### src/rtl/alu_pkg.sv
// alu_pkg
// Shared definitions for the ALU issuer block.
//   - alu_mode_e : operation encodings understood by the ALU
//   - state_e    : issuer FSM states
//   - alu_req_t  : one queued request {mode, a, b}, 66 bits
package alu_pkg;

    typedef enum logic [1:0] {
        MODE_MULU  = 2'd0,
        MODE_DIVU  = 2'd1,
        MODE_SHIFT = 2'd2,
        MODE_AVG   = 2'd3
    } alu_mode_e;

    typedef enum logic [1:0] {
        ST_IDLE  = 2'd0,
        ST_ISSUE = 2'd1,
        ST_WAIT  = 2'd2,
        ST_HOLD  = 2'd3
    } state_e;

    typedef struct packed {
        logic [1:0]  mode;
        logic [31:0] a;
        logic [31:0] b;
    } alu_req_t;

    localparam int unsigned REQ_W = $bits(alu_req_t);

endpackage

### src/rtl/alu_issuer_if.sv
// alu_issuer_if
// Bundles the three handshakes around the issuer:
//   request  : req_valid/req_ready/req_mode/req_a/req_b   (upstream -> issuer)
//   ALU      : alu_valid/alu_mode/alu_in_A/alu_in_B, alu_ready/alu_out
//   result   : res_valid/res_ready/res_data/res_mode/res_err (issuer -> downstream)
//   status   : busy
// master = the issuer itself, slave = its environment (source, ALU, sink).
interface alu_issuer_if;
    logic        req_valid;
    logic        req_ready;
    logic [1:0]  req_mode;
    logic [31:0] req_a;
    logic [31:0] req_b;

    logic        alu_valid;
    logic [1:0]  alu_mode;
    logic [31:0] alu_in_A;
    logic [31:0] alu_in_B;
    logic        alu_ready;
    logic [63:0] alu_out;

    logic        res_valid;
    logic        res_ready;
    logic [63:0] res_data;
    logic [1:0]  res_mode;
    logic        res_err;

    logic        busy;

    modport master (
        input  req_valid, req_mode, req_a, req_b,
        output req_ready,
        output alu_valid, alu_mode, alu_in_A, alu_in_B,
        input  alu_ready, alu_out,
        output res_valid, res_data, res_mode, res_err,
        input  res_ready,
        output busy
    );

    modport slave (
        output req_valid, req_mode, req_a, req_b,
        input  req_ready,
        input  alu_valid, alu_mode, alu_in_A, alu_in_B,
        output alu_ready, alu_out,
        input  res_valid, res_data, res_mode, res_err,
        output res_ready,
        input  busy
    );
endinterface

### src/rtl/alu_req_fifo.sv
// alu_req_fifo
// Synchronous request FIFO, DEPTH x alu_req_t. Pointers carry one extra MSB
// so full and empty are told apart without a separate counter.
// Ports:
//   clk, rst            clock, synchronous active-high reset
//   i_push, i_data      write request (ignored when full)
//   i_pop               advance head (ignored when empty)
//   o_data              current head entry (valid while !o_empty)
//   o_full, o_empty     status flags
module alu_req_fifo
    import alu_pkg::*;
#(
    parameter int unsigned DEPTH = 4
) (
    input  logic     clk,
    input  logic     rst,
    input  logic     i_push,
    input  alu_req_t i_data,
    input  logic     i_pop,
    output alu_req_t o_data,
    output logic     o_full,
    output logic     o_empty
);
    localparam int unsigned AW = $clog2(DEPTH);

    logic [AW:0] r_wr_ptr;
    logic [AW:0] r_rd_ptr;
    logic        w_push;
    logic        w_pop;
    alu_req_t    w_entries [DEPTH];

    assign o_empty = (r_wr_ptr == r_rd_ptr);
    assign o_full  = (r_wr_ptr[AW] != r_rd_ptr[AW]) &&
                     (r_wr_ptr[AW-1:0] == r_rd_ptr[AW-1:0]);
    assign w_push  = i_push && !o_full;
    assign w_pop   = i_pop && !o_empty;

    // One register per entry; the head is read combinationally so the
    // issuer can pop and load operands on the same edge.
    genvar gi;
    generate
        for (gi = 0; gi < DEPTH; gi++) begin : g_entry
            alu_req_t r_entry;
            always_ff @(posedge clk) begin
                if (w_push && (r_wr_ptr[AW-1:0] == AW'(gi))) begin
                    r_entry <= i_data;
                end
            end
            assign w_entries[gi] = r_entry;
        end
    endgenerate

    assign o_data = w_entries[r_rd_ptr[AW-1:0]];

    always_ff @(posedge clk) begin
        if (rst) begin
            r_wr_ptr <= '0;
            r_rd_ptr <= '0;
        end else begin
            if (w_push) r_wr_ptr <= r_wr_ptr + (AW+1)'(1);
            if (w_pop)  r_rd_ptr <= r_rd_ptr + (AW+1)'(1);
        end
    end
endmodule

### src/rtl/alu_issuer.sv
// alu_issuer
// Initiator side of the multi-cycle ALU handshake. Requests are queued in
// alu_req_fifo, issued one at a time (one-cycle alu_valid pulse), the result
// is captured on alu_ready and held on the result port until res_ready.
// Ports:
//   clk  single clock, rising edge
//   rst  synchronous active-high reset (flushes FIFO, drops in-flight op)
//   bus  alu_issuer_if.master: request, ALU and result handshakes plus busy
// Parameters:
//   DEPTH    request FIFO entries (power of two, >= 2)
//   TIMEOUT  WAIT watchdog limit in cycles (only with ALU_ISSUE_TIMEOUT_EN)
// Build option:
//   ALU_ISSUE_TIMEOUT_EN  enables the WAIT watchdog; when it expires the op
//                         returns res_data=0, res_err=1. Without it res_err=0.
module alu_issuer
    import alu_pkg::*;
#(
    parameter int unsigned DEPTH = 4
`ifdef ALU_ISSUE_TIMEOUT_EN
    , parameter int unsigned TIMEOUT = 64
`endif
) (
    input logic          clk,
    input logic          rst,
    alu_issuer_if.master bus
);
    state_e      r_state;
    logic        r_alu_valid;
    logic [1:0]  r_mode;
    logic [31:0] r_a;
    logic [31:0] r_b;
    logic        r_res_valid;
    logic [63:0] r_res_data;
    logic [1:0]  r_res_mode;

    alu_req_t    w_req;
    alu_req_t    w_head;
    logic        w_full;
    logic        w_empty;
    logic        w_pop;

    assign w_req = '{mode: bus.req_mode, a: bus.req_a, b: bus.req_b};

    // Pop whenever the FSM is ready for a new op; the FIFO ignores it when empty.
    assign w_pop = (r_state == ST_IDLE) ||
                   ((r_state == ST_HOLD) && bus.res_ready);

    alu_req_fifo #(.DEPTH(DEPTH)) u_fifo (
        .clk     (clk),
        .rst     (rst),
        .i_push  (bus.req_valid),
        .i_data  (w_req),
        .i_pop   (w_pop),
        .o_data  (w_head),
        .o_full  (w_full),
        .o_empty (w_empty)
    );

`ifdef ALU_ISSUE_TIMEOUT_EN
    localparam int unsigned WD_W = $clog2(TIMEOUT + 1);
    logic [WD_W-1:0] r_wd_cnt;
    logic            r_res_err;
`endif

    always_ff @(posedge clk) begin
        if (rst) begin
            r_state     <= ST_IDLE;
            r_alu_valid <= 1'b0;
            r_mode      <= '0;
            r_a         <= '0;
            r_b         <= '0;
            r_res_valid <= 1'b0;
            r_res_data  <= '0;
            r_res_mode  <= '0;
`ifdef ALU_ISSUE_TIMEOUT_EN
            r_wd_cnt    <= '0;
            r_res_err   <= 1'b0;
`endif
        end else begin
            r_alu_valid <= 1'b0;
            case (r_state)
                ST_IDLE: begin
                    if (!w_empty) begin
                        r_mode      <= w_head.mode;
                        r_a         <= w_head.a;
                        r_b         <= w_head.b;
                        r_alu_valid <= 1'b1;
                        r_state     <= ST_ISSUE;
                    end
                end
                ST_ISSUE: begin
`ifdef ALU_ISSUE_TIMEOUT_EN
                    r_wd_cnt <= '0;
`endif
                    r_state <= ST_WAIT;
                end
                ST_WAIT: begin
                    if (bus.alu_ready) begin
                        r_res_data  <= bus.alu_out;
                        r_res_mode  <= r_mode;
                        r_res_valid <= 1'b1;
`ifdef ALU_ISSUE_TIMEOUT_EN
                        r_res_err   <= 1'b0;
`endif
                        r_state     <= ST_HOLD;
                    end
`ifdef ALU_ISSUE_TIMEOUT_EN
                    // Counter value TIMEOUT-1 here means TIMEOUT WAIT cycles elapsed.
                    else if (r_wd_cnt == WD_W'(TIMEOUT - 1)) begin
                        r_res_data  <= '0;
                        r_res_mode  <= r_mode;
                        r_res_valid <= 1'b1;
                        r_res_err   <= 1'b1;
                        r_state     <= ST_HOLD;
                    end else begin
                        r_wd_cnt <= r_wd_cnt + WD_W'(1);
                    end
`endif
                end
                ST_HOLD: begin
                    if (bus.res_ready) begin
                        r_res_valid <= 1'b0;
                        if (!w_empty) begin
                            r_mode      <= w_head.mode;
                            r_a         <= w_head.a;
                            r_b         <= w_head.b;
                            r_alu_valid <= 1'b1;
                            r_state     <= ST_ISSUE;
                        end else begin
                            // Operands read as zero whenever nothing is issued.
                            r_mode  <= '0;
                            r_a     <= '0;
                            r_b     <= '0;
                            r_state <= ST_IDLE;
                        end
                    end
                end
                default: r_state <= ST_IDLE;
            endcase
        end
    end

    assign bus.req_ready = !w_full;
    assign bus.alu_valid = r_alu_valid;
    assign bus.alu_mode  = r_mode;
    assign bus.alu_in_A  = r_a;
    assign bus.alu_in_B  = r_b;
    assign bus.res_valid = r_res_valid;
    assign bus.res_data  = r_res_data;
    assign bus.res_mode  = r_res_mode;
    assign bus.busy      = (r_state != ST_IDLE) || !w_empty;
`ifdef ALU_ISSUE_TIMEOUT_EN
    assign bus.res_err   = r_res_err;
`else
    assign bus.res_err   = 1'b0;
`endif
endmodule

### src/flat_wrapper.sv
// flat-port wrapper written by rule: the top's interface ports become plain ports
module alu_issuer_flat import alu_pkg::*;
#(
    parameter int unsigned DEPTH = 4

)
  (clk, rst, bus_req_valid, bus_req_mode, bus_req_a, bus_req_b, bus_req_ready, bus_alu_valid, bus_alu_mode, bus_alu_in_A, bus_alu_in_B, bus_alu_ready, bus_alu_out, bus_res_valid, bus_res_data, bus_res_mode, bus_res_err, bus_res_ready, bus_busy);
  alu_issuer_if bus_i ();
  input logic clk;
  input logic rst;
  input wire logic [$bits(bus_i.req_valid)-1:0] bus_req_valid;
  input wire logic [$bits(bus_i.req_mode)-1:0] bus_req_mode;
  input wire logic [$bits(bus_i.req_a)-1:0] bus_req_a;
  input wire logic [$bits(bus_i.req_b)-1:0] bus_req_b;
  output wire logic [$bits(bus_i.req_ready)-1:0] bus_req_ready;
  output wire logic [$bits(bus_i.alu_valid)-1:0] bus_alu_valid;
  output wire logic [$bits(bus_i.alu_mode)-1:0] bus_alu_mode;
  output wire logic [$bits(bus_i.alu_in_A)-1:0] bus_alu_in_A;
  output wire logic [$bits(bus_i.alu_in_B)-1:0] bus_alu_in_B;
  input wire logic [$bits(bus_i.alu_ready)-1:0] bus_alu_ready;
  input wire logic [$bits(bus_i.alu_out)-1:0] bus_alu_out;
  output wire logic [$bits(bus_i.res_valid)-1:0] bus_res_valid;
  output wire logic [$bits(bus_i.res_data)-1:0] bus_res_data;
  output wire logic [$bits(bus_i.res_mode)-1:0] bus_res_mode;
  output wire logic [$bits(bus_i.res_err)-1:0] bus_res_err;
  input wire logic [$bits(bus_i.res_ready)-1:0] bus_res_ready;
  output wire logic [$bits(bus_i.busy)-1:0] bus_busy;
  assign bus_i.req_valid = bus_req_valid;
  assign bus_i.req_mode = bus_req_mode;
  assign bus_i.req_a = bus_req_a;
  assign bus_i.req_b = bus_req_b;
  assign bus_req_ready = bus_i.req_ready;
  assign bus_alu_valid = bus_i.alu_valid;
  assign bus_alu_mode = bus_i.alu_mode;
  assign bus_alu_in_A = bus_i.alu_in_A;
  assign bus_alu_in_B = bus_i.alu_in_B;
  assign bus_i.alu_ready = bus_alu_ready;
  assign bus_i.alu_out = bus_alu_out;
  assign bus_res_valid = bus_i.res_valid;
  assign bus_res_data = bus_i.res_data;
  assign bus_res_mode = bus_i.res_mode;
  assign bus_res_err = bus_i.res_err;
  assign bus_i.res_ready = bus_res_ready;
  assign bus_busy = bus_i.busy;
  alu_issuer #(.DEPTH(DEPTH)) u_core (.clk(clk), .rst(rst), .bus(bus_i));
endmodule
### config.mk
export PLATFORM = sky130hd
export DESIGN_NAME = alu_issuer_flat
export DESIGN_NICKNAME = d
export VERILOG_FILES = /design/src/rtl/alu_pkg.sv /design/src/rtl/alu_issuer_if.sv /design/src/rtl/alu_req_fifo.sv /design/src/rtl/alu_issuer.sv /design/src/flat_wrapper.sv
export SDC_FILE = /design/constraint.sdc
export NUM_CORES = 1
export LEC_CHECK = 0
export BUFFER_PORTS_ARGS = -buffer_cell sky130_fd_sc_hd__buf_2
export CAP_MARGIN = 25
export CELL_PAD_IN_SITES_DETAIL_PLACEMENT = 1
export CELL_PAD_IN_SITES_GLOBAL_PLACEMENT = 2
export CORE_UTILIZATION = 42
export CTS_BUF_LIST = sky130_fd_sc_hd__clkbuf_4 sky130_fd_sc_hd__clkbuf_8 sky130_fd_sc_hd__clkbuf_16
export DETAILED_ROUTE_END_ITERATION = 12
export PLACE_DENSITY_LB_ADDON = 0.1
export SETUP_SLACK_MARGIN = 0.02
export SYNTH_ARGS = -nofsm -noshare
export SYNTH_HDL_FRONTEND = slang
export SYNTH_HIERARCHICAL = 1
export SYNTH_SLANG_ARGS = --single-unit
### constraint.sdc
create_clock -name clk -period 4.7 [get_ports clk]
set_input_delay 0.235 -clock clk [delete_from_list [all_inputs] [get_ports clk]]
set_output_delay 0.235 -clock clk [all_outputs]
set_load 0.01 [all_outputs]
==> reports/results.ini, run 1 <==
[routing]
drt-vias-per-instance=5.003
drt_iter0_drc=369
post_drt_wl_per_cell_um=19.38
wl_um=37220
vias=9611
ant_nets=0
firstDrtPassIters=4
drc=0

[clocking]
cts_sinks=406
cts_buffer_depth=3
htreeDepth=2
clock-root-buffer=clkbuf_16
cts_tree=done
ctsResizeCount=0
clk_latency_ns=0.56
clk_pin_slew_ns=0.06
cts_inserted_buffers=45

[global_route]
grt_max_degree=88
met1_usage_pct=25.55
grt_busiest_layer=met2
gr-total-overflow=0
grt_pass1_vias=10250
use_met2_pct=35.00
antenna_found_initial=1
grt.total_usage_pct=20.16
grt_use_met3_pct=4.557
grt_pass1_wl_um=58590

[sta]
finClkSkew_ns=0.01721
finalMaxSlewViolations=0
fmax_mhz=321.5
grt_setup_unrepaired=no
worst_pin_slew_ns=0.9310
slew-limit-headroom_pct=37.94
setup_tns_ns=0
post-route-min-period_ns=3.111
hold_violations=0
setup_violations=0
finalCritPeriodShare_pct=66.19

[yosys]
synthArstFlopShare_pct=0
yosysUniqueCellTypes=43
synth_xor_area_share_pct=0.3892
synth_edf_count=264
avgSynthCellArea_sq_um=15.05
synth_top_family_by_area=multiplexers
syn_nets=1170
yosys_register_bits=406
syn_area_sq_um=15430
synthAdderAreaFrac_pct=0.8109
yosysWarnings=6
synth_compound_area_share_pct=3.422
yosys-mux-area-fraction_pct=13.92
syn_inst=1025
yosysSeqAreaShare_pct=69.80
yosys.area_share.simple_pct=9.074
ys.flop_type=edfxtp_1

[floorplan]
fp.dieW_um=193.7
core_area_sq_um=35830
initial_core_util_pct=43.07
io_pins=272
dieHeight_um=193.7
num_rows=69
die_area_sq_um=37510

[worst_setup_path]
timing.rr.start=u_core/u_fifo/r_rd_ptr[0]$_SDFFE_PP0P_
critPathCaptureType=flop
worstPathArrival_ns=3.60
start_kind=flop
setup.worst_path.class=reg2reg
slowest_delay_ns=0.70
slowest_stage=nor3_1
worstPathCellList=xor2_1, nor3_1, nand2_1, o211ai_4, buf_12, mux2i_1
critical_path_required_ns=5.19
r2r_end=u_core/bus.alu_in_B[11]$_SDFFE_PP0P_
rrSetupSlack_ns=1.59
reg2reg_depth=6
path_max_fanout=52

[final_layout]
multiInputGateArea_sq_um=4285
finalNonFillerCells=1921
layout_commonest_cell=buf_2
n_fill_cell=3515
fin_nets=1567
syn2layout_area_growth_pct=30.28
layout_common_cells=269 x buf_2, 264 x edfxtp_1, 203 x nand2_1, 140 x dfxtp_1, 130 x dlygate4sd3_1
design_area_sq_um=20100
final_layout_size_suffix_gt1_share_pct=30.16
seq_area_sq_um=10780
utilization_pct=56.11

[power_and_ir_drop]
seq_power_share_pct=42.0
power.density_nw_per_um2=558.9
power_frac_clock_pct=31.7
p_leak_nw=7.663
p_switching_mw=3.337
combPwrFrac_pct=26.3
swShare_pct=29.70
intPower_mw=7.898
vdd_drop_max_mv=0.4385

[place]
place_area_sq_um=17250
place_congestion=0.7333
portBuffers=270
hpwl_um=22210
place_inst=1705

[job]
drv_cap=0

[worst_hold_path]
holdPathEnd=u_core/u_fifo/r_wr_ptr[1]$_SDFFE_PP0P_
whs_path_depth=3
min_from=bus_req_valid
holdCritPathClass=in2reg

[run_status]
status=complete, no violations

## power by group through the flow
stage / Combinational [mW] / Sequential [mW] / Clock (mW)
floorplan: 1.93 / 4.84 / 0
global placement: 2.82 / 4.79 / 0
detailed placement: 2.89 / 4.80 / 0
CTS: 3.00 / 4.73 / 3.67
global route: 3.21 / 4.79 / 3.80
finish: 2.95 / 4.72 / 3.57
## state kept, by name, summed over array words and instances (netlist names)
register,count
u_core/bus.alu_in_B,32
u_core/bus.alu_in_A,32
u_core/u_fifo/r_wr_ptr,3
u_core/bus.alu_mode,2
u_core/bus.res_mode,2
u_core/bus.res_data,64
u_core/r_state,2
u_core/bus.res_valid,1
u_core/u_fifo/r_rd_ptr,3
u_core/bus.alu_valid,1
u_core/u_fifo/g_entry.r_entry,264
## worst max-delay path by stage
stage                                      startpoint                                            end  depth (start not counted)
4_1_cts        u_core/u_fifo/r_rd_ptr[0]$_SDFFE_PP0P_           u_core/bus.alu_in_B[11]$_SDFFE_PP0P_                          6
3_5_place_dp   u_core/u_fifo/r_rd_ptr[0]$_SDFFE_PP0P_           u_core/bus.alu_in_B[11]$_SDFFE_PP0P_                          6
2_1_floorplan  u_core/u_fifo/r_rd_ptr[0]$_SDFFE_PP0P_  u_core/u_fifo/g_entry[0].r_entry[0]$_DFFE_PP_                          4
6_report       u_core/u_fifo/r_rd_ptr[0]$_SDFFE_PP0P_           u_core/bus.alu_in_B[11]$_SDFFE_PP0P_                          6
3_3_place_gp   u_core/u_fifo/r_rd_ptr[0]$_SDFFE_PP0P_           u_core/bus.alu_in_B[16]$_SDFFE_PP0P_                          6
5_1_grt        u_core/u_fifo/r_rd_ptr[0]$_SDFFE_PP0P_           u_core/bus.alu_in_A[21]$_SDFFE_PP0P_                          6
## cells in the mapped netlist, types with 5 or more instances
library cell / count / area, sq um
edfxtp_1: 264 / 7928
nand2_1: 204 / 765.7
dfxtp_1: 142 / 2843
a21oi_1: 71 / 355.3
nand2b_1: 68 / 425.4
mux2i_1: 66 / 660.6
mux4_2: 66 / 1486
clkbuf_1: 28 / 105.1
buf_2: 22 / 110.1
ha_1: 10 / 125.1
inv_1: 10 / 37.54
nand4_1: 7 / 43.79
o21ai_0: 6 / 30.03
buf_4: 5 / 37.54
nand3_1: 5 / 25.02
## per-stage QoR
stage               total power, mW  hold WS, ns  worst slack (ns)
floorplan                     6.778       0.3339             1.795
global placement              7.608       0.4381             1.745
detailed placement            7.694       0.4435             1.588
CTS                           11.40      0.07300             1.547
global route                  11.80       0.1058             1.335
finish                        11.24       0.1039             1.589
## what timing repair did
item,in CTS,in global routing
hold endpoints to repair,328,0
setup buffers,0,0
hold buffers,130,0
## metal layers
layer / share of wire, % / up-vias
li1: - / 4544
met4: 1.7 / 0
met2: 50 / 208
met5: 0 / -
met3: 5.0 / 56
met1: 43 / 4803
## worst max-delay path: cells and delay by family (launching register included)
family / cells / cell delay (ns)
buffers and inverters: 1 / 0.44
AOI/OAI and AO/OA: 1 / 0.37
and+or+nand+nor: 2 / 0.90
DFF: 1 / 0.66
xor gates and xnor gates: 1 / 0.32
muxes: 1 / 0.26
## cell families (layout without fill, tap and decap cells)
kind of cell,after synthesis,in the layout
adders and majority gates,10,10
buffers and inverters,73,507
other,1,2
and+or+nand+nor,304,304
AOI/OAI and AO/OA,93,93
xor gates and xnor gates,6,6
DFF,406,406
muxes,132,132
## cell type report
class	count	share of cell area, %
Timing Repair Buffer	413	14.38
Antenna cell	1	0.01245
Sequential cell	406	53.62
Clock inverter	29	1.525
Multi-Input combinational cell	546	21.32
Tap cell	461	2.869
Clock buffer	55	6.094
Inverter	10	0.1867
Note: power is estimated with default switching activity, not from simulation.
==> run 2, diff against run 1 <==
CORE_UTILIZATION = 39   (was 42)
clock period = 3 ns   (was 4.7 ns; I/O delays follow)
==> reports/results.ini, run 2 (synthesized netlist as in run 1, its figures left out) <==
[routing]
drt-vias-per-instance=4.876  ; -2.5%
post_drt_wl_per_cell_um=19.15  ; -1.2%
drt_iter0_drc=435  ; +18%
firstDrtPassIters=5  ; +1
ant_nets=0  ; unchanged
vias=9679  ; +0.71%
wl_um=38020  ; +2.1%
drc=0  ; unchanged

[clocking]
cts_tree=done
htreeDepth=2  ; unchanged
cts_sinks=406  ; unchanged
cts_buffer_depth=3  ; unchanged
cts_inserted_buffers=44  ; -2.2%
clk_pin_slew_ns=0.06  ; about the same
clk_latency_ns=0.56  ; about the same
cts_setup_buffers=0  ; unchanged
clock-root-buffer=clkbuf_16

[global_route]
grt_pass1_wl_um=60030  ; +2.5%
grt_max_degree=84  ; -4.5%
gr-total-overflow=0  ; unchanged
grt_pass1_vias=10460  ; +2.0%
antenna_found_initial=2  ; +1
grt.total_usage_pct=19.09  ; -1.1 points

[worst_setup_path]
critPathBufInv=1  ; unchanged
slowest_delay_ns=0.55  ; -0.15 ns
worstPathArrival_ns=2.61  ; -0.99 ns
slowest_stage=dfxtp_4
path_max_fanout=25  ; -52%
setup.worst_path.class=reg2reg
rrSetupSlack_ns=0.65  ; -0.94 ns
critical_path_required_ns=3.26  ; -1.93 ns
critPathTopFamily=flip-flops
start_kind=flop
worstPathCellList=xnor2_1, a31oi_1, and2_4, buf_4
critPathCaptureType=flop

[floorplan]
io_pins=272  ; unchanged
dieHeight_um=200.9  ; +3.7%
initial_core_util_pct=39.74  ; -3.3 points
num_rows=72  ; +4.3%
core_area_sq_um=38830  ; +8.4%
die_area_sq_um=40360  ; +7.6%
fp.dieW_um=200.9  ; +3.7%

[final_layout]
fin_nets=1576  ; +0.57%
largest_register=u_core/u_fifo/g_entry.r_entry
final_layout_size_suffix_gt1_share_pct=30.49  ; +0.33 points
syn2layout_area_growth_pct=31.33
utilization_pct=52.19  ; -3.9 points
layout_commonest_cell=buf_2
n_fill_cell=3879  ; +10%
layout_common_cells=269 x buf_2, 264 x edfxtp_1, 203 x nand2_1, 140 x dfxtp_1, 132 x dlygate4sd3_1
design_area_sq_um=20260  ; +0.81%
largest_reg_flops=264  ; unchanged

[worst_hold_path]
holdCritPathClass=in2reg

[sta]
hold_violations=0  ; unchanged
finClkSkew_ns=0.01681  ; -0.0004052 ns
post-route-min-period_ns=2.351  ; -0.7599 ns
fmax_mhz=425.4  ; +32%
finalMaxSlewViolations=0  ; unchanged
setup_tns_ns=0  ; unchanged
worst_pin_slew_ns=0.7261  ; -0.2048 ns
grt_setup_unrepaired=no
slew-limit-headroom_pct=51.59  ; +14 points
layout_setup_ws_ns=0.6491  ; -0.9401 ns
setup_violations=0  ; unchanged
finalCritPeriodShare_pct=78.36  ; +12 points

[power_and_ir_drop]
power.density_nw_per_um2=873.7  ; +56%
vdd_drop_max_mv=0.8701  ; +98%
p_leak_nw=7.741  ; +1.0%

[place]
place_area_sq_um=17400  ; +0.88%
place_congestion=0.7379  ; +0.63%
portBuffers=270  ; unchanged
post-place-ws_ns=0.6146  ; -0.9737 ns
hpwl_um=22890  ; +3.1%

[run_status]
status=complete, no violations

[job]
drv_cap=0  ; unchanged

run 2: changes by cell type in the layout (fill, tap and decap cells not counted), sizes merged:
cell	change
clkbuf	+7
buf	+8
dlygate4sd3	+2
clkinv	-5
inv	+1
clkinvlp	-6
run 2: final cells by class:
class	instances	area, sq um	share of cell area [%]
clock inverters	19	229.0	1.130
clock buffers	62	1314	6.483
well taps	518	648.1	3.198
repair buffers	423	2970	14.66
flip-flops and latches	406	10780	53.19
diodes	1	2.502	0.01235
inverters	10	37.54	0.1852
multi-input cells	546	4285	21.15
run 2: repair_timing:
item	CTS	global route
gates resized for setup	0	0
hold endpoints to repair	331	0
endpoints found under the setup margin	0	0
hold buffers	132	0
run 2: worst register-to-register path, stage by stage (launching register included):
cell     delay (ns)
dfxtp_4        0.55
xnor2_1        0.26
a31oi_1        0.42
and2_4         0.52
buf_4          0.30
run 2: layer usage:
layer  global-route usage [%]  vias to the layer above  routed length, um
li1                         -                     4559                  -
met1                    24.96                     4843              17080
met4                    5.671                        2                760
met3                    3.458                       55               1633
met5                        0                        -                 13
met2                    32.35                      220              18530
run 2: power by group:
group | switching, mW | total (mW) | internal [mW]
Sequential | 0.428 | 7.35 | 6.92
Clock | 2.18 | 5.67 | 3.49
Combinational | 2.56 | 4.68 | 2.13
run 2: final timing paths:
kind	from	to	cells past startpoint
max	u_core/u_fifo/r_rd_ptr[0]$_SDFFE_PP0P_	u_core/u_fifo/g_entry[1].r_entry[21]$_DFFE_PP_	4
min reg2reg	u_core/bus.res_data[56]$_SDFFE_PP0P_	u_core/bus.res_data[56]$_SDFFE_PP0P_	2
min	bus_alu_ready	u_core/bus.res_mode[1]$_SDFFE_PP0P_	4
max reg2reg	u_core/u_fifo/r_rd_ptr[0]$_SDFFE_PP0P_	u_core/u_fifo/g_entry[1].r_entry[21]$_DFFE_PP_	4
run 2: through the flow:
stage / cells / hold WS (ns) / power [mW]
finish: 1985 / 0.05694 / 17.71
global route: 1985 / 0.09872 / 18.59
CTS: 1984 / 0.03829 / 17.98
detailed placement: 1771 / 0.3676 / 12.09
global placement: 1771 / 0.3644 / 12.01
floorplan: 1025 / 0.2489 / 10.62
